**config.mk**
```make
export PLATFORM = sky130hd
export DESIGN_NAME = seq011_scan_arbiter
export DESIGN_NICKNAME = d
export VERILOG_FILES = /design/src/rtl/seq011_scan_arbiter.sv
export SDC_FILE = /design/constraint.sdc
export NUM_CORES = 1
export LEC_CHECK = 0
export BUFFER_PORTS_ARGS = -buffer_cell sky130_fd_sc_hd__buf_2
export CAP_MARGIN = 20
export CORE_MARGIN = 2
export CORE_UTILIZATION = 45
export CTS_CLUSTER_DIAMETER = 120
export CTS_CLUSTER_SIZE = 10
export DETAILED_ROUTE_END_ITERATION = 8
export GPL_ROUTABILITY_DRIVEN = 1
export GPL_TIMING_DRIVEN = 0
export HOLD_SLACK_MARGIN = 0.02
export PLACE_DENSITY = 0.69
export SLEW_MARGIN = 20
export SYNTH_ARGS = -nofsm -noshare
export SYNTH_HDL_FRONTEND = slang
export SYNTH_SLANG_ARGS = --single-unit
```
**constraint.sdc**
```tcl
create_clock -name clk -period 1.6 [get_ports clk]
set_input_delay 0.08 -clock clk [delete_from_list [all_inputs] [get_ports clk]]
set_output_delay 0.08 -clock clk [all_outputs]
set_load 0.05 [all_outputs]
```
**src/rtl/seq011_scan_arbiter.sv**
```systemverilog
// Round-robin shared "011" Mealy detector: accepts one WIDTH-bit word per scan and
// streams it MSB-first. Optional first-match position reporting under SEQ011_FIRSTPOS_EN.
module seq011_scan_arbiter #(
    parameter int  WIDTH = 8,
    parameter int  CNT_W = 4,
    localparam int IDX_W = $clog2(WIDTH)
) (
    input  logic             clk,
    input  logic             reset,
    input  logic             req0,
    input  logic [WIDTH-1:0] data0,
    input  logic             req1,
    input  logic [WIDTH-1:0] data1,
    output logic             gnt0,
    output logic             gnt1,
    output logic             busy,
    output logic             done,
    output logic             done_id,
    output logic [CNT_W-1:0] match_cnt,
    output logic [IDX_W-1:0] first_pos,
    output logic             first_vld
);

    typedef enum logic {IDLE, SCAN} state_t;
    typedef enum logic [1:0] {DA, DB, DC} det_t;

    localparam logic [IDX_W-1:0] LAST_IDX = IDX_W'(WIDTH - 1);

    state_t           state, state_nx;
    det_t             det, det_nx;
    logic [WIDTH-1:0] sreg;
    logic [IDX_W-1:0] idx;
    logic [CNT_W-1:0] cnt, cnt_nx;
    logic             last_id;

    logic             win_vld, win_id, accept, last_bit, bit_in, hit;
    logic             gnt0_d, gnt1_d, done_d, busy_d;

    // Both pending: the requester that did not win last time goes next.
    always_comb begin
        win_vld  = req0 | req1;
        win_id   = (req0 && req1) ? ~last_id : req1;
        accept   = (state == IDLE) && win_vld;
        last_bit = (state == SCAN) && (idx == LAST_IDX);
        bit_in   = sreg[WIDTH-1];
    end

    always_ff @(posedge clk or posedge reset) begin
        if (reset) state <= IDLE;
        else       state <= state_nx;
    end

    always_comb begin
        state_nx = state;
        case (state)
            IDLE:    if (win_vld)  state_nx = SCAN;
            SCAN:    if (last_bit) state_nx = IDLE;
            default: state_nx = IDLE;
        endcase
    end

    always_comb begin
        gnt0_d = accept && !win_id;
        gnt1_d = accept &&  win_id;
        done_d = last_bit;
        busy_d = (state_nx == SCAN);
    end

    always_ff @(posedge clk or posedge reset) begin
        if (reset) begin
            gnt0 <= 1'b0;
            gnt1 <= 1'b0;
            done <= 1'b0;
            busy <= 1'b0;
        end else begin
            gnt0 <= gnt0_d;
            gnt1 <= gnt1_d;
            done <= done_d;
            busy <= busy_d;
        end
    end

    // Mealy detector; after a match it restarts at A so matches never overlap.
    always_comb begin
        det_nx = det;
        hit    = 1'b0;
        case (det)
            DA:      det_nx = bit_in ? DA : DB;
            DB:      det_nx = bit_in ? DC : DB;
            DC: begin
                det_nx = bit_in ? DA : DB;
                hit    = bit_in;
            end
            default: det_nx = DA;
        endcase
        cnt_nx = (hit && cnt != '1) ? cnt + 1'b1 : cnt;
    end

    always_ff @(posedge clk or posedge reset) begin
        if (reset) begin
            sreg      <= '0;
            idx       <= '0;
            det       <= DA;
            cnt       <= '0;
            last_id   <= 1'b1;
            done_id   <= 1'b0;
            match_cnt <= '0;
        end else if (accept) begin
            sreg    <= win_id ? data1 : data0;
            idx     <= '0;
            det     <= DA;
            cnt     <= '0;
            last_id <= win_id;
        end else if (state == SCAN) begin
            sreg <= sreg << 1;
            idx  <= idx + 1'b1;
            det  <= det_nx;
            cnt  <= cnt_nx;
            if (last_bit) begin
                match_cnt <= cnt_nx;
                done_id   <= last_id;
            end
        end
    end

`ifdef SEQ011_FIRSTPOS_EN
    logic [IDX_W-1:0] fpos;
    logic             fvld;
    logic [IDX_W-1:0] fpos_nx;
    logic             fvld_nx;

    always_comb begin
        fvld_nx = fvld | hit;
        fpos_nx = (!fvld && hit) ? idx : fpos;
    end

    always_ff @(posedge clk or posedge reset) begin
        if (reset) begin
            fpos      <= '0;
            fvld      <= 1'b0;
            first_pos <= '0;
            first_vld <= 1'b0;
        end else if (accept) begin
            fpos <= '0;
            fvld <= 1'b0;
        end else if (state == SCAN) begin
            fpos <= fpos_nx;
            fvld <= fvld_nx;
            if (last_bit) begin
                first_pos <= fpos_nx;
                first_vld <= fvld_nx;
            end
        end
    end
`else
    assign first_pos = '0;
    assign first_vld = 1'b0;
`endif

endmodule

```
# [After elaboration in Yosys (flattened, before gate mapping)]
# Cells that the tools add are included.
[word_totals] latchBits=0 register_bits=27 in_bits=20 wordCells=50 n_memories=0 ram_bits=0 mem_bits_ro=0
[classes] order_cmp=0 bitwise_logic=4 n_reduce_logical=11 div_mod_pow=0 eq_ne=4 n_mul=0 shifts=0 n_addsub=2 n_mux=18
[ops] op="$mux W8" n=3
[ops] op="$mux W4" n=3
[ops] op="$logic_and A1 B1 Y1" n=6
[ops] op="$mux W2" n=3
[ops] op="$mux W3" n=2
[ops] op="$mux W1" n=5
[ops] op="$add A4 B1 Y4 const B" n=1
[ops] op="$ne A4 B4 Y1 const B" n=1
[ops] op="$pmux W2 S2" n=1
[ops] op="$add A3 B1 Y3 const B" n=1
[ops] op="$eq A3 B3 Y1 const B" n=1
[ops] op="$not A1 Y1" n=3
[ops] op="$reduce_and A3 Y1" n=1
[ops] op="$eq A2 B1 Y1 const B" n=1
[ops] op="$eq A2 B2 Y1 const B" n=1
[ops] op="$logic_not A2 Y1" n=1
[ops] op="$pmux W1 S2" n=1
[ops] op="$reduce_bool A2 Y1" n=1
[ops] op="$reduce_or A2 Y1" n=1
[ops] op="$logic_not A1 Y1" n=1
[ops] op="$or A1 B1 Y1" n=1

# [Logic depth before layout (Yosys ltp)]
[depth] ltp_word=6 mapped_depth=6 depth_no_buf=6

# [Least setup slack after synthesis]
# No wires, ideal clock.
[synth_path] path_type="reg-to-reg" start="register busy (netlist name)" end="register cnt[3]" t_arrival_ns=1.491 path_buffers=1 slack_ns=0.041 path_stages_with_launch=5 synth_period_minus_slack_ns=1.559 t_required_ns=1.531 cell_sequence="dfrtp_1 buf_4 inv_1 or4_1 nand3_1"
[synth_lines] item="end signal, assigned" line="118" text="cnt <= cnt_nx;"
[synth_lines] item="end, declared" line="33" text="logic [CNT_W-1:0] cnt, cnt_nx;"

# [Worst setup path after layout]
[layout_path] start="register cnt[0]" end="register match_cnt[0]"
[layout_between] elab_chain_cells=3 elab_cells_between_ends=4 classes_between="add/sub: 1; eq/ne: 1; mux: 1; reduce/logical: 1"
[layout_lines] item="parallel branches: the longest is 2 deep, another holds $add A4 B1 Y4"
[layout_lines] item="$mux W4 (*)" line="96" text="cnt_nx = (hit && cnt != '1) ? cnt + 1'b1 : cnt;"
[layout_lines] item="end signal, assigned" line="120" text="match_cnt <= cnt_nx;"
[layout_lines] item="end, declared" line="19" text="output logic [CNT_W-1:0] match_cnt,"
# Mark *: on every way between the ends.
# A chain may end at the register's enable or synchronous reset.

==> flow_results.xml <==
<?xml version="1.0" encoding="UTF-8"?>
<metrics>
  <group name="pwr">
    <metric name="power.share.sequential" unit="">0.420</metric>
    <metric name="logic_pwr_share" unit="">0.471</metric>
    <metric name="sw_frac_of_total" unit="">0.4515</metric>
    <metric name="power" unit="mW">2.846</metric>
    <metric name="power.static_leakage" unit="nW">0.8643</metric>
    <metric name="internal_power" unit="mW">1.561</metric>
    <metric name="power.switching" unit="mW">1.285</metric>
    <metric name="power_density" unit="nW/um2">1635</metric>
    <metric name="ir_drop" unit="V">0.0006024</metric>
    <metric name="p_clk_frac" unit="">0.109</metric>
  </group>
  <group name="grt">
    <metric name="overflow" unit="">0</metric>
    <metric name="first_pass_grt_wire_length" unit="um">5168</metric>
    <metric name="grt_max_degree" unit="">28</metric>
    <metric name="grt_pass1_vias" unit="">1092</metric>
    <metric name="number_of_antenna_violations_at_the_first_check_in_global_routing" unit="">0</metric>
    <metric name="grt.total_usage" unit="">0.1889</metric>
  </group>
  <group name="timing">
    <metric name="final-max-slew-violation-count" unit="">0</metric>
    <metric name="finalCritPeriodShare" unit="">0.9481</metric>
    <metric name="timing.clock.skew" unit="ps">5.190</metric>
    <metric name="fin_tns_setup" unit="ps">0</metric>
    <metric name="timing.final.hold_violations" unit="">0</metric>
    <metric name="fmax" unit="MHz">659.2</metric>
    <metric name="grt_setup_unrepaired" unit="">no</metric>
    <metric name="timing.final.crit_period" unit="ps">1517</metric>
    <metric name="timing.final.setup_violations" unit="">0</metric>
  </group>
  <group name="cells_and_area">
    <metric name="utilization_after_layout" unit="">0.5701</metric>
    <metric name="antenna_cells_inserted" unit="">0</metric>
    <metric name="syn_to_final_growth" unit="%">21.38</metric>
    <metric name="final_cell_mix" unit="">sky130_fd_sc_hd__buf_2 (28), sky130_fd_sc_hd__dfrtp_1 (26), sky130_fd_sc_hd__nand2_1 (16)</metric>
    <metric name="final_common_cell" unit="">sky130_fd_sc_hd__buf_2</metric>
    <metric name="layout.nets" unit="">211</metric>
    <metric name="layout-drive-gt1-share" unit="">0.2674</metric>
  </group>
  <group name="worst_setup_path">
    <metric name="crit_fanout" unit="">6</metric>
    <metric name="critical_path.startpoint_type" unit="">flip-flop</metric>
    <metric name="cp_data_required_time" unit="ps">1870</metric>
    <metric name="critPathCaptureType" unit="">flip-flop</metric>
    <metric name="critical_path_class" unit="">flip-flop to flip-flop</metric>
    <metric name="worst-endpoint-arrival" unit="ps">1790</metric>
  </group>
  <group name="synthesis">
    <metric name="synth.top_cells.by_area" unit="">sky130_fd_sc_hd__dfrtp_1 (45%), sky130_fd_sc_hd__a31oi_1 (5.2%), sky130_fd_sc_hd__a221o_1 (4.9%)</metric>
    <metric name="yosysUniqueCellTypes" unit="">38</metric>
    <metric name="number_of_instances_in_the_synthesized_netlist" unit="">148</metric>
    <metric name="synth_flop_cell" unit="">sky130_fd_sc_hd__dfrtp_1</metric>
    <metric name="count_of_flip_flops_with_a_built_in_enable_after_synthesis" unit="">0</metric>
    <metric name="yosysTopAreaCellShare" unit="">0.4538</metric>
    <metric name="synth.yosys.seq_area_share" unit="">0.4721</metric>
    <metric name="ys_seq_elements" unit="">27</metric>
    <metric name="yosys.area.top_type" unit="">sky130_fd_sc_hd__dfrtp_1</metric>
    <metric name="netlist_area" unit="um2">1434</metric>
    <metric name="async_flop_share" unit="">1.000</metric>
    <metric name="ys_warn_count" unit="">0</metric>
    <metric name="syn-mean-instance-area" unit="um2">9.688</metric>
  </group>
  <group name="outcome">
    <metric name="status" unit="">completed</metric>
  </group>
  <group name="drt">
    <metric name="via_to_cell_ratio" unit="">5.368</metric>
    <metric name="ant_nets" unit="">0</metric>
    <metric name="drt_drc_violations_left" unit="">0</metric>
    <metric name="drt_first_pass_iters" unit="">5</metric>
    <metric name="postRouteWirelength" unit="um">3216</metric>
    <metric name="wire_per_inst" unit="um">13.92</metric>
    <metric name="dr.first_iter.drc_count" unit="">51</metric>
    <metric name="num_vias" unit="">1240</metric>
  </group>
  <group name="placement">
    <metric name="finalWeightedCongestion" unit="">0.7643</metric>
    <metric name="io_buffer_count" unit="">27</metric>
    <metric name="place_hpwl" unit="um">2236</metric>
  </group>
  <group name="cts">
    <metric name="cts_tree" unit="">done</metric>
    <metric name="tritoncts_num_sinks" unit="">27</metric>
    <metric name="ctsRootBufferMaster" unit="">sky130_fd_sc_hd__clkbuf_4</metric>
    <metric name="cts-root-to-sink-buffers" unit="">2</metric>
    <metric name="clock_insertion_delay_at_the_later_pin_of_the_skew_report" unit="ps">330</metric>
    <metric name="cts-htree-levels" unit="">1</metric>
    <metric name="cts-buffers-inserted" unit="">3</metric>
    <metric name="clk_pin_slew" unit="ps">150</metric>
  </group>
  <group name="min_path">
    <metric name="min_path_type" unit="">input pin to flip-flop</metric>
  </group>
  <group name="die">
    <metric name="std_cell_rows" unit="">20</metric>
    <metric name="dieWidth" unit="um">60.45</metric>
    <metric name="die-area" unit="um2">3654</metric>
    <metric name="dieHeight" unit="um">60.45</metric>
    <metric name="design.core.area" unit="um2">3053</metric>
    <metric name="ios" unit="">33</metric>
    <metric name="start_util" unit="">0.4697</metric>
  </group>
  <group name="job">
    <metric name="cap_viol_max_count" unit="">0</metric>
  </group>
</metrics>
[cells by family (layout without fill, tap and decap cells)]
| family | Yosys count | after routing | share of synthesized area |
|---|---|---|---|
| simple gates | 54 | 54 | 0.2129 |
| compound gates | 40 | 40 | 0.2016 |
| flops | 27 | 27 | 0.4721 |
| buf+inv | 23 | 59 | 0.08464 |
| fa+ha+maj | 3 | 3 | 0.02618 |
| other cells | 1 | 4 | 0.002615 |
[power groups by stage]
stage / clock (mW) / sequential (mW) / combinational (mW)
finish: 0.310 / 1.20 / 1.34
CTS: 0.319 / 1.19 / 1.32
global route: 0.354 / 1.24 / 1.47
global placement: 0 / 1.19 / 1.29
floorplan: 0 / 1.47 / 0.728
detailed placement: 0 / 1.21 / 1.32
[final timing paths]
kind	depth (start not counted)	slack [ps]	to	start
setup / recovery	4	80	match_cnt[0]$_DFFE_PP0P_	cnt[0]$_DFFE_PP0P_
hold / removal	3	20	sreg[4]$_DFFE_PP0P_	data0[4]
max in group asynchronous	4	1030	idx[0]$_DFFE_PP0P_	reset
hold reg to reg	2	500	match_cnt[2]$_DFFE_PP0P_	match_cnt[2]$_DFFE_PP0P_
setup reg to reg	4	80	match_cnt[0]$_DFFE_PP0P_	cnt[0]$_DFFE_PP0P_
min in group asynchronous	3	190	gnt1$_DFF_PP0_	reset
[per-stage QoR]
stage | instances | setup slack [ps] | hold WS [ps] | instance area [um2]
4_1_cts | 229 | 38.97 | 23.49 | 1695
5_1_grt | 231 | 10.55 | 22.03 | 1740
2_1_floorplan | 151 | 40.68 | 132.0 | 1445
3_3_place_gp | 222 | 95.47 | 366.7 | 1635
3_5_place_dp | 222 | 74.77 | 380.6 | 1635
6_report | 231 | 83.07 | 24.37 | 1740
[state kept, by name, indices dropped and copies added (netlist names)]
name,count
last_id,1
done,1
busy,1
gnt1,1
det,2
match_cnt,4
cnt,4
done_id,1
sreg,8
idx,3
gnt0,1
[worst max-delay path: stages, from the launching register on]
cell                      delay (ps)
sky130_fd_sc_hd__dfrtp_1         460
sky130_fd_sc_hd__ha_2            240
sky130_fd_sc_hd__and3_1          230
sky130_fd_sc_hd__or3_1           350
sky130_fd_sc_hd__a31oi_1         170
[area by class of cell]
cell class | count | area (um2)
multi-input combinational | 101 | 649.4
tap | 44 | 55.05
timing repair buffer | 33 | 210.2
fill | 279 | 1313
inverter | 10 | 37.54
sequential | 27 | 676.9
clock inverter | 1 | 7.507
buffer | 12 | 81.33
clock buffer | 3 | 22.52
[cells in the mapped netlist (5+ instances only)]
master,instances
sky130_fd_sc_hd__a21oi_1,5
sky130_fd_sc_hd__a221o_1,7
sky130_fd_sc_hd__a31oi_1,12
sky130_fd_sc_hd__buf_4,5
sky130_fd_sc_hd__clkbuf_1,5
sky130_fd_sc_hd__dfrtp_1,26
sky130_fd_sc_hd__inv_1,9
sky130_fd_sc_hd__nand2_1,16
sky130_fd_sc_hd__nand3_1,5
sky130_fd_sc_hd__nand4_1,8
sky130_fd_sc_hd__nor2_1,12
sky130_fd_sc_hd__o21ai_0,5
[what timing repair did]
action | CTS | global route
setup buffers | 0 | 1
hold buffers | 3 | 1
setup endpoints to repair | 0 | 5
resized for setup | 0 | 4
hold endpoints to repair | 28 | 1
[routing by layer]
metal / wire length, um / global-route usage / up-vias
li1: - / - / 615
met1: 1448 / 0.2409 / 583
met2: 1606 / 0.3432 / 37
met3: 134 / 0.02772 / 5
met4: 25 / 0.03727 / 0
met5: 0 / 0 / -
No activity file was read; power rests on OpenSTA's default activity.
